<file path="src/rtl/bcd_counter_ndigit.sv">
// bcd_counter_ndigit: cascaded N-digit up/down BCD counter with parallel load, wrap or saturate at terminal count.
//   clk       rising-edge clock
//   reset     asynchronous active-low reset
//   enable    count request; up selects increment (1) or decrement (0)
//   load      synchronous load of load_val, rejected if any nibble exceeds 9
//   bcd       registered count, nibble k is digit k
//   carry_out combinational cascade enable (enabled, not loading, at terminal)
//   tc_hit    registered flag: terminal-count event on the previous edge
//   load_err  registered flag: previous load rejected
module bcd_counter_ndigit #(
  parameter int DIGITS = 4,
  parameter bit WRAP = 1'b1
) (
  input  logic                clk,
  input  logic                reset,
  input  logic                enable,
  input  logic                up,
  input  logic                load,
  input  logic [4*DIGITS-1:0] load_val,
  output logic [4*DIGITS-1:0] bcd,
  output logic                carry_out,
  output logic                tc_hit,
  output logic                load_err
);
  logic [DIGITS-1:0] at_end;
  logic [DIGITS:0] ripple;
  logic [DIGITS-1:0] bad;
  logic [4*DIGITS-1:0] stepped;
  logic at_tc, load_ok;
  // ripple[k]: every digit below k sits at its rollover value, so digit k moves
  assign ripple[0] = 1'b1;
  for (genvar d = 0; d < DIGITS; d++) begin : g_digit
    logic [3:0] cur;
    assign cur = bcd[4*d +: 4];
    assign at_end[d] = up ? cur == 4'd9 : cur == 4'd0;
    assign ripple[d+1] = ripple[d] & at_end[d];
    assign bad[d] = load_val[4*d +: 4] > 4'd9;
    assign stepped[4*d +: 4] = !ripple[d] ? cur : at_end[d] ? (up ? 4'd0 : 4'd9) : up ? cur + 4'd1 : cur - 4'd1;
  end
  assign at_tc = ripple[DIGITS];
  assign load_ok = ~|bad;
  assign carry_out = enable & ~load & at_tc;
  always_ff @(posedge clk or negedge reset) begin
    if (!reset) begin
      bcd <= '0;
      tc_hit <= 1'b0;
      load_err <= 1'b0;
    end else begin
      tc_hit <= carry_out;
      load_err <= load & ~load_ok;
      if (load) begin
        if (load_ok) bcd <= load_val;
      end else if (enable && !(at_tc && !WRAP)) begin
        bcd <= stepped;
      end
    end
  end
endmodule
</file>
<file path="config.mk">
export PLATFORM = sky130hd
export DESIGN_NAME = bcd_counter_ndigit
export DESIGN_NICKNAME = d
export VERILOG_FILES = /design/src/rtl/bcd_counter_ndigit.sv
export SDC_FILE = /design/constraint.sdc
export NUM_CORES = 1
export LEC_CHECK = 0
export ABC_AREA = 0
export ABC_CLOCK_PERIOD_IN_PS = 2340
export CORE_MARGIN = 8
export CORE_UTILIZATION = 49
export CTS_CLUSTER_DIAMETER = 40
export DETAILED_ROUTE_END_ITERATION = 8
export GPL_TIMING_DRIVEN = 0
export PLACE_DENSITY = 0.8
export SYNTH_ARGS = -nofsm -noshare
export SYNTH_HDL_FRONTEND = slang
export SYNTH_SLANG_ARGS = --single-unit
</file>
<file path="constraint.sdc">
create_clock -name clk -period 2.34 [get_ports clk]
set_input_delay 0.585 -clock clk [delete_from_list [all_inputs] [get_ports clk]]
set_output_delay 0.585 -clock clk [all_outputs]
set_load 0.05 [all_outputs]
</file>
==> impl_metrics.py, run 1 <==
metrics = {
    "layout": {
        "stdcell_count": 269,
        "n_antenna_cell": 0,
        "syn_to_final_growth_pct": 35.4,
        "finalNetCount": 259,
        "drive_gt1_share_pct": 17.3,
        "fin_area_um2": 2130,
    },
    "sta": {
        "tightestPinTransition_ns": 0.876,
        "setup_viol": 0,
        "drv_slew": 0,
        "setup_tns_ns": 0,
        "slew_headroom_pct": 41.4,
        "rsz0062_at_grt": "yes",
        "fmax_mhz": 429,
        "setup_slack_ns": 0.0108,
        "period_share_pct": 99.5,
        "fin_crit_ns": 2.33,
        "fin_skew_ns": 0.00979,
        "hold_viol": 0,
    },
    "setup_path": {
        "timing.rr.start": "bcd[13]",
        "crit_arrival_ns": 1.74,
        "worst-path-max-fanout": 8,
        "worstSetupEndpointType": "output port",
        "slowest_stage": "dfrtp_2",
        "critPathKind": "register to output port",
        "crit_chain": "and3_4 > o2111ai_4 > nor4_4 > buf_6",
        "crit_buf_inv": 1,
        "crit_required_ns": 1.75,
        "max_stage_delay_ns": 0.48,
        "critPathLaunchType": "register",
        "cpLargestDelayFamily": "simple AND/OR/NAND/NOR gates",
        "startpoint": "bcd[8]",
    },
    "routing": {
        "wl_per_cell_um": 17.5,
        "via_per_inst": 5.91,
        "dr.pass1.iters": 4,
        "vias": 1589,
        "postRouteAntennaNets": 0,
        "wl_um": 4700,
        "drcViolationCount": 0,
        "drtIter0Drc": 108,
    },
    "placed_design": {
        "gp_congestion": 0.847,
        "dpl.hpwl_um": 3460,
        "postPlaceCellArea_um2": 2040,
        "portBuffers": 38,
        "pre_cts_ws_ns": -1.39,
        "dp.cells": 263,
    },
    "global_route": {
        "grtUsageMet1_pct": 23.5,
        "grt_pass1_vias": 1714,
        "grt_max_degree": 19,
        "gr-usage-met2_pct": 33.2,
        "top_usage_layer": "met2",
        "grt-ovfl-total": 0,
        "globalRouteMet3Util_pct": 4.12,
        "antenna_found_initial": 0,
        "grt_pass1_wl_um": 8380,
        "grt_use_total_pct": 19.9,
    },
    "clock_tree": {
        "clkLatencyLatePin_ns": 0.32,
        "cts_buffers": 3,
        "cts_tree": "yes",
        "cts.path.max_buffers": 2,
        "clockRootBuffer": "clkbuf_4",
        "clkTransAtPathRegs_ns": 0.12,
        "clkSinkCount": 18,
        "cts_max_level": 1,
    },
    "synth": {
        "ys.flop_type": "dfrtp_1",
        "synth_edf_count": 0,
        "synth_cell_type_count": 52,
        "synth_area_um2": 1570,
        "synthesis.nets": 214,
        "ys_seq_elements": 18,
        "async_flop_share_pct": 100,
        "synth_cells": 181,
        "yosysSeqAreaShare_pct": 28.7,
        "syn_area_per_cell_um2": 8.68,
        "yosysWarnings": 0,
    },
    "power_and_ir_drop": {
        "combPwrFrac_pct": 64.5,
        "sw_frac_of_total_pct": 53.1,
        "powerDensity_nw_per_um2": 1070,
        "power_switching_uw": 1210,
        "p_seq_share_pct": 27.5,
        "power_uw": 2280,
        "p_int_uw": 1070,
        "p_clk_share_pct": 8.0,
        "power_leakage_uw": 0.000886,
        "max-vdd-ir-drop_uv": 494,
    },
    "floorplanning": {
        "design.core.area_um2": 3050,
        "fp.dieArea_um2": 5280,
        "initial_core_util_pct": 51.5,
        "die_x_um": 72.6,
        "dieHeight_um": 72.6,
        "ios": 40,
        "placement_rows": 20,
    },
    "status": {
        "status": "completed",
    },
    "job": {
        "drv_cap": 0,
    },
    "hold_path": {
        "min_from": "bcd[14]",
        "worst_hold_path_type": "register to register",
    },
}
-- final cells by class --
class,instances,area (um2)
timing repair buffer,41,403
sequential,18,453
buffer,5,26.3
inverter,11,46.3
fill,254,925
clock buffer,4,26.3
multi-input combinational,146,1120
tap,44,55.1
-- worst reg2reg max path: stages (launching register included) --
cell     delay, ns
dfrtp_1       0.46
ha_1          0.30
a21o_1        0.19
a21oi_1       0.24
mux2_2        0.37
o41ai_1       0.32
o21ai_1       0.09
-- path summary, 6_finish.rpt --
kind	end	slack (ns)	cells past startpoint
max	carry_out	0.01	4
min	bcd[14]	0.58	2
max reg2reg	bcd[15]	0.29	6
min reg2reg	bcd[14]	0.58	2
max in group asynchronous	bcd[11]	1.00	1
min in group asynchronous	bcd[8]	0.75	1
-- timing repair --
item	CTS	global route
pin swaps	3	1
buffers inserted	1	2
endpoints found under the hold margin	0	0
hold buffers	0	0
gates resized for setup	21	7
endpoints found under the setup margin	6	2
cloned	0	0
-- registers in the layout, summed over array words and instances, names as in the netlist --
name and cells:
bcd 16, load_err 1, tc_hit 1
-- cells in the mapped netlist (3+ instances only) --
library cell / count / share of area (%)
and3_1: 6 / 2.4
inv_1: 10 / 2.4
o21ai_0: 8 / 2.5
ha_1: 8 / 6.4
a21oi_1: 20 / 6.4
xnor2_1: 3 / 1.7
a22oi_1: 3 / 1.4
nand2_1: 10 / 2.4
buf_2: 4 / 1.3
nor3_1: 4 / 1.3
o21ai_2: 3 / 1.7
nor2_1: 27 / 6.4
dfrtp_1: 18 / 29
fa_1: 4 / 5.1
o32ai_1: 3 / 1.7
a21o_1: 3 / 1.4
and2_1: 3 / 1.2
a31oi_1: 3 / 1.2
-- cell families (layout without fill, tap and decap cells) --
logic type | after synthesis | count (layout) | share of synthesized area [%]
buffers and inverters | 17 | 61 | 4.86
multiplexers | 3 | 3 | 1.99
adder cells (fa/ha/maj) | 12 | 12 | 11.5
XOR/XNOR | 5 | 5 | 2.79
AND/OR/NAND/NOR | 61 | 61 | 19.0
AO/OA/AOI/OAI | 65 | 65 | 31.3
flip-flops | 18 | 18 | 28.7
-- cells in the final DEF, fill, tap and decap left out, drive strengths merged, types with 2 or more instances in the layout --
master and count:
ha 8, xnor2 3, o31ai 2, clkdlybuf4s50 34, a21o 4, nand2b 2
a31oi 3, dlygate4sd2 2, nand2 10, fa 4, a21oi 21, a2111oi 3
and3 6, nand3 2, o32ai 4, nor3 6, o21ai 13, nor2 28
inv 10, a22oi 3, xor2 2, and2 3, clkbuf 5, buf 9
dfrtp 18, mux2i 2
-- metrics by stage --
step | hold WS [ns] | utilization [%]
finish | 0.583 | 69.7
detailed placement | 0.558 | 66.8
global placement | 0.552 | 66.8
floorplan | 0.289 | -
global route | 0.613 | 69.7
CTS | 0.576 | 68.4
-- per-layer routing --
| metal | wire length (um) | vias to the layer above |
|---|---|---|
| met2 | 2350 | 59 |
| met5 | 0 | - |
| met3 | 346 | 9 |
| met1 | 1900 | 763 |
| met4 | 103 | 0 |
| li1 | - | 758 |
-- power by group through the flow --
stage / clock (uW) / sequential, uW / combinational, uW
global route: 196 / 648 / 1610
detailed placement: 0 / 614 / 1420
CTS: 183 / 612 / 1440
floorplan: 0 / 954 / 642
finish: 182 / 627 / 1470
global placement: 0 / 599 / 1380
No activity file was read; power rests on OpenSTA's default activity.
==> run 2: changes to the inputs <==
--- a/config.mk
+++ b/config.mk
@@ -7,7 +7,7 @@
 export LEC_CHECK = 0
 export ABC_AREA = 0
 export ABC_CLOCK_PERIOD_IN_PS = 2340
-export CORE_MARGIN = 8
+export CORE_MARGIN = 4
 export CORE_UTILIZATION = 49
 export CTS_CLUSTER_DIAMETER = 40
 export DETAILED_ROUTE_END_ITERATION = 8
==> run 2 against run 1 <==
Die area fell by 21%; first-iteration DRC count fell by 27%; via count rose by 3.1%; sequential power rose by 2%; core utilization fell by 0.12 points; design area fell by 0.18%; clock-buffer cell count did not move; clock power rose by 14%; combinational power barely moved; critical path type is now primary input to output port.
==> impl_metrics.py, run 2 (synthesis gave the netlist of run 1 again) <==
metrics = {
    "sta": {
        "tightestPinTransition_ns": 0.881,
        "hold_viol": 0,
        "setup_tns_ns": 0,
        "period_share_pct": 98.4,
        "slew_headroom_pct": 41.1,
        "fin_crit_ns": 2.30,
        "drv_slew": 0,
        "fin_skew_ns": 0.00344,
        "rsz0062_at_grt": "yes",
        "fmax_mhz": 434,
        "setup_viol": 0,
    },
    "floorplanning": {
        "die_x_um": 64.6,
        "fp.dieArea_um2": 4180,
        "ios": 40,
        "initial_core_util_pct": 51.5,
        "placement_rows": 20,
        "design.core.area_um2": 3050,
        "dieHeight_um": 64.6,
    },
    "setup_path": {
        "crit_required_ns": 1.75,
        "startpoint": "up",
        "worst-path-max-fanout": 12,
        "worstSetupEndpointType": "output port",
        "timing.rr.start": "bcd[13]",
        "reg2reg_to": "bcd[15]",
        "r2r_cells": 6,
        "critPathLaunchType": "primary input",
        "worst-r2r-setup-slack_ns": 0.32,
        "crit_arrival_ns": 1.72,
        "critPathKind": "primary input to output port",
    },
    "status": {
        "status": "completed",
    },
    "layout": {
        "reg.largest.list": "bcd x16, load_err x1, tc_hit x1",
        "drive_gt1_share_pct": 19.3,
        "fillers": 252,
        "multi_input_area_um2": 1110,
        "final_cell_mix": "clkdlybuf4s50_1 (34), nor2_1 (24), a21oi_1 (19)",
        "stdcell_count": 267,
        "layout_commonest_cell": "clkdlybuf4s50_1",
        "top_register": "bcd",
        "largest_reg_flops": 16,
        "finalNetCount": 257,
        "n_antenna_cell": 0,
        "ff_latch_area_um2": 458,
        "syn_to_final_growth_pct": 35.2,
    },
    "power_and_ir_drop": {
        "max-vdd-ir-drop_uv": 538,
        "powerDensity_nw_per_um2": 1090,
        "power_leakage_uw": 0.000887,
        "power_uw": 2310,
    },
    "hold_path": {
        "hold-path-endpoint": "bcd[14]",
        "min_from": "bcd[14]",
        "hold_depth": 2,
        "worst_hold_path_type": "register to register",
    },
    "routing": {
        "wl_um": 4550,
        "vias": 1638,
        "drcViolationCount": 0,
        "postRouteAntennaNets": 0,
        "drtIter0Drc": 79,
        "via_per_inst": 6.13,
        "wl_per_cell_um": 17.0,
        "dr.pass1.iters": 4,
    },
    "clock_tree": {
        "clkSinkCount": 18,
        "cts_max_level": 1,
        "cts.path.max_buffers": 2,
        "clkTransAtPathRegs_ns": 0.11,
        "cts_tree": "yes",
        "clkLatencyLatePin_ns": 0.31,
        "clockRootBuffer": "clkbuf_4",
        "cts_buffers": 3,
    },
    "placed_design": {
        "gp_congestion": 0.861,
        "dp.cells": 263,
        "portBuffers": 38,
        "dpl.hpwl_um": 3410,
    },
    "global_route": {
        "grt_max_degree": 19,
        "grt_pass1_wl_um": 7510,
        "grt-ovfl-total": 0,
        "grt_use_total_pct": 22.9,
        "grt_pass1_vias": 1569,
        "antenna_found_initial": 0,
    },
    "job": {
        "drv_cap": 0,
    },
}
[run 2: worst max-delay path: stages]
cell and delay [ns]:
buf_4 0.19, buf_6 0.16, nor3_4 0.13, o21ai_2 0.11, nor4_4 0.33, buf_6 0.20
[run 2: cell type report]
class,instances,share of cell area (%)
Tap cell,44,2.59
Sequential cell,18,21.6
Buffer,5,1.41
Timing Repair Buffer,39,18.3
Inverter,11,2.30
Multi-Input combinational cell,146,52.2
Clock buffer,4,1.71
[run 2: per-layer routing]
layer  part of all wire, %  track usage, %  routed length, um
met3                   6.3            5.20                288
met4                   1.6            6.33                 71
met2                    52            41.2               2350
met1                    40            27.2               1840
met5                     0               0                  0
[run 2: repair_timing]
item | in CTS | in global routing
setup endpoints to repair | 6 | 2
endpoints found under the hold margin | 0 | 0
hold buffers | 0 | 0
pin swaps | 3 | 1
buffers inserted | 1 | 0
gates resized for setup | 20 | 11
[run 2: worst max-delay path by stage]
stage | endpoint | slack, ns | depth (start not counted)
5_1_grt | carry_out | -0.008 | 5
2_1_floorplan | carry_out | -0.06 | 5
4_1_cts | carry_out | -0.04 | 4
3_5_place_dp | carry_out | -1.32 | 7
3_3_place_gp | carry_out | -1.30 | 7
6_report | carry_out | 0.04 | 6
[run 2: where the power goes]
group | switching, uW | leakage [uW] | internal, uW
logic | 893 | 0.000661 | 570
clock network | 113 | 0.0000210 | 95.1
registers | 212 | 0.000204 | 425
total | 1220 | 0.000887 | 1090
[run 2: stage by stage]
| step | hold WS, ns | instance area [um2] | worst slack [ns] | utilization (%) |
|---|---|---|---|---|
| CTS | 0.581 | 2100 | -0.0437 | 68.8 |
| detailed placement | 0.565 | 2040 | -1.32 | 66.8 |
| global placement | 0.551 | 2040 | -1.30 | 66.8 |
| floorplan | 0.289 | 1610 | -0.0600 | - |
| global route | 0.628 | 2120 | -0.00762 | 69.6 |
| finish | 0.606 | 2120 | 0.0369 | 69.6 |
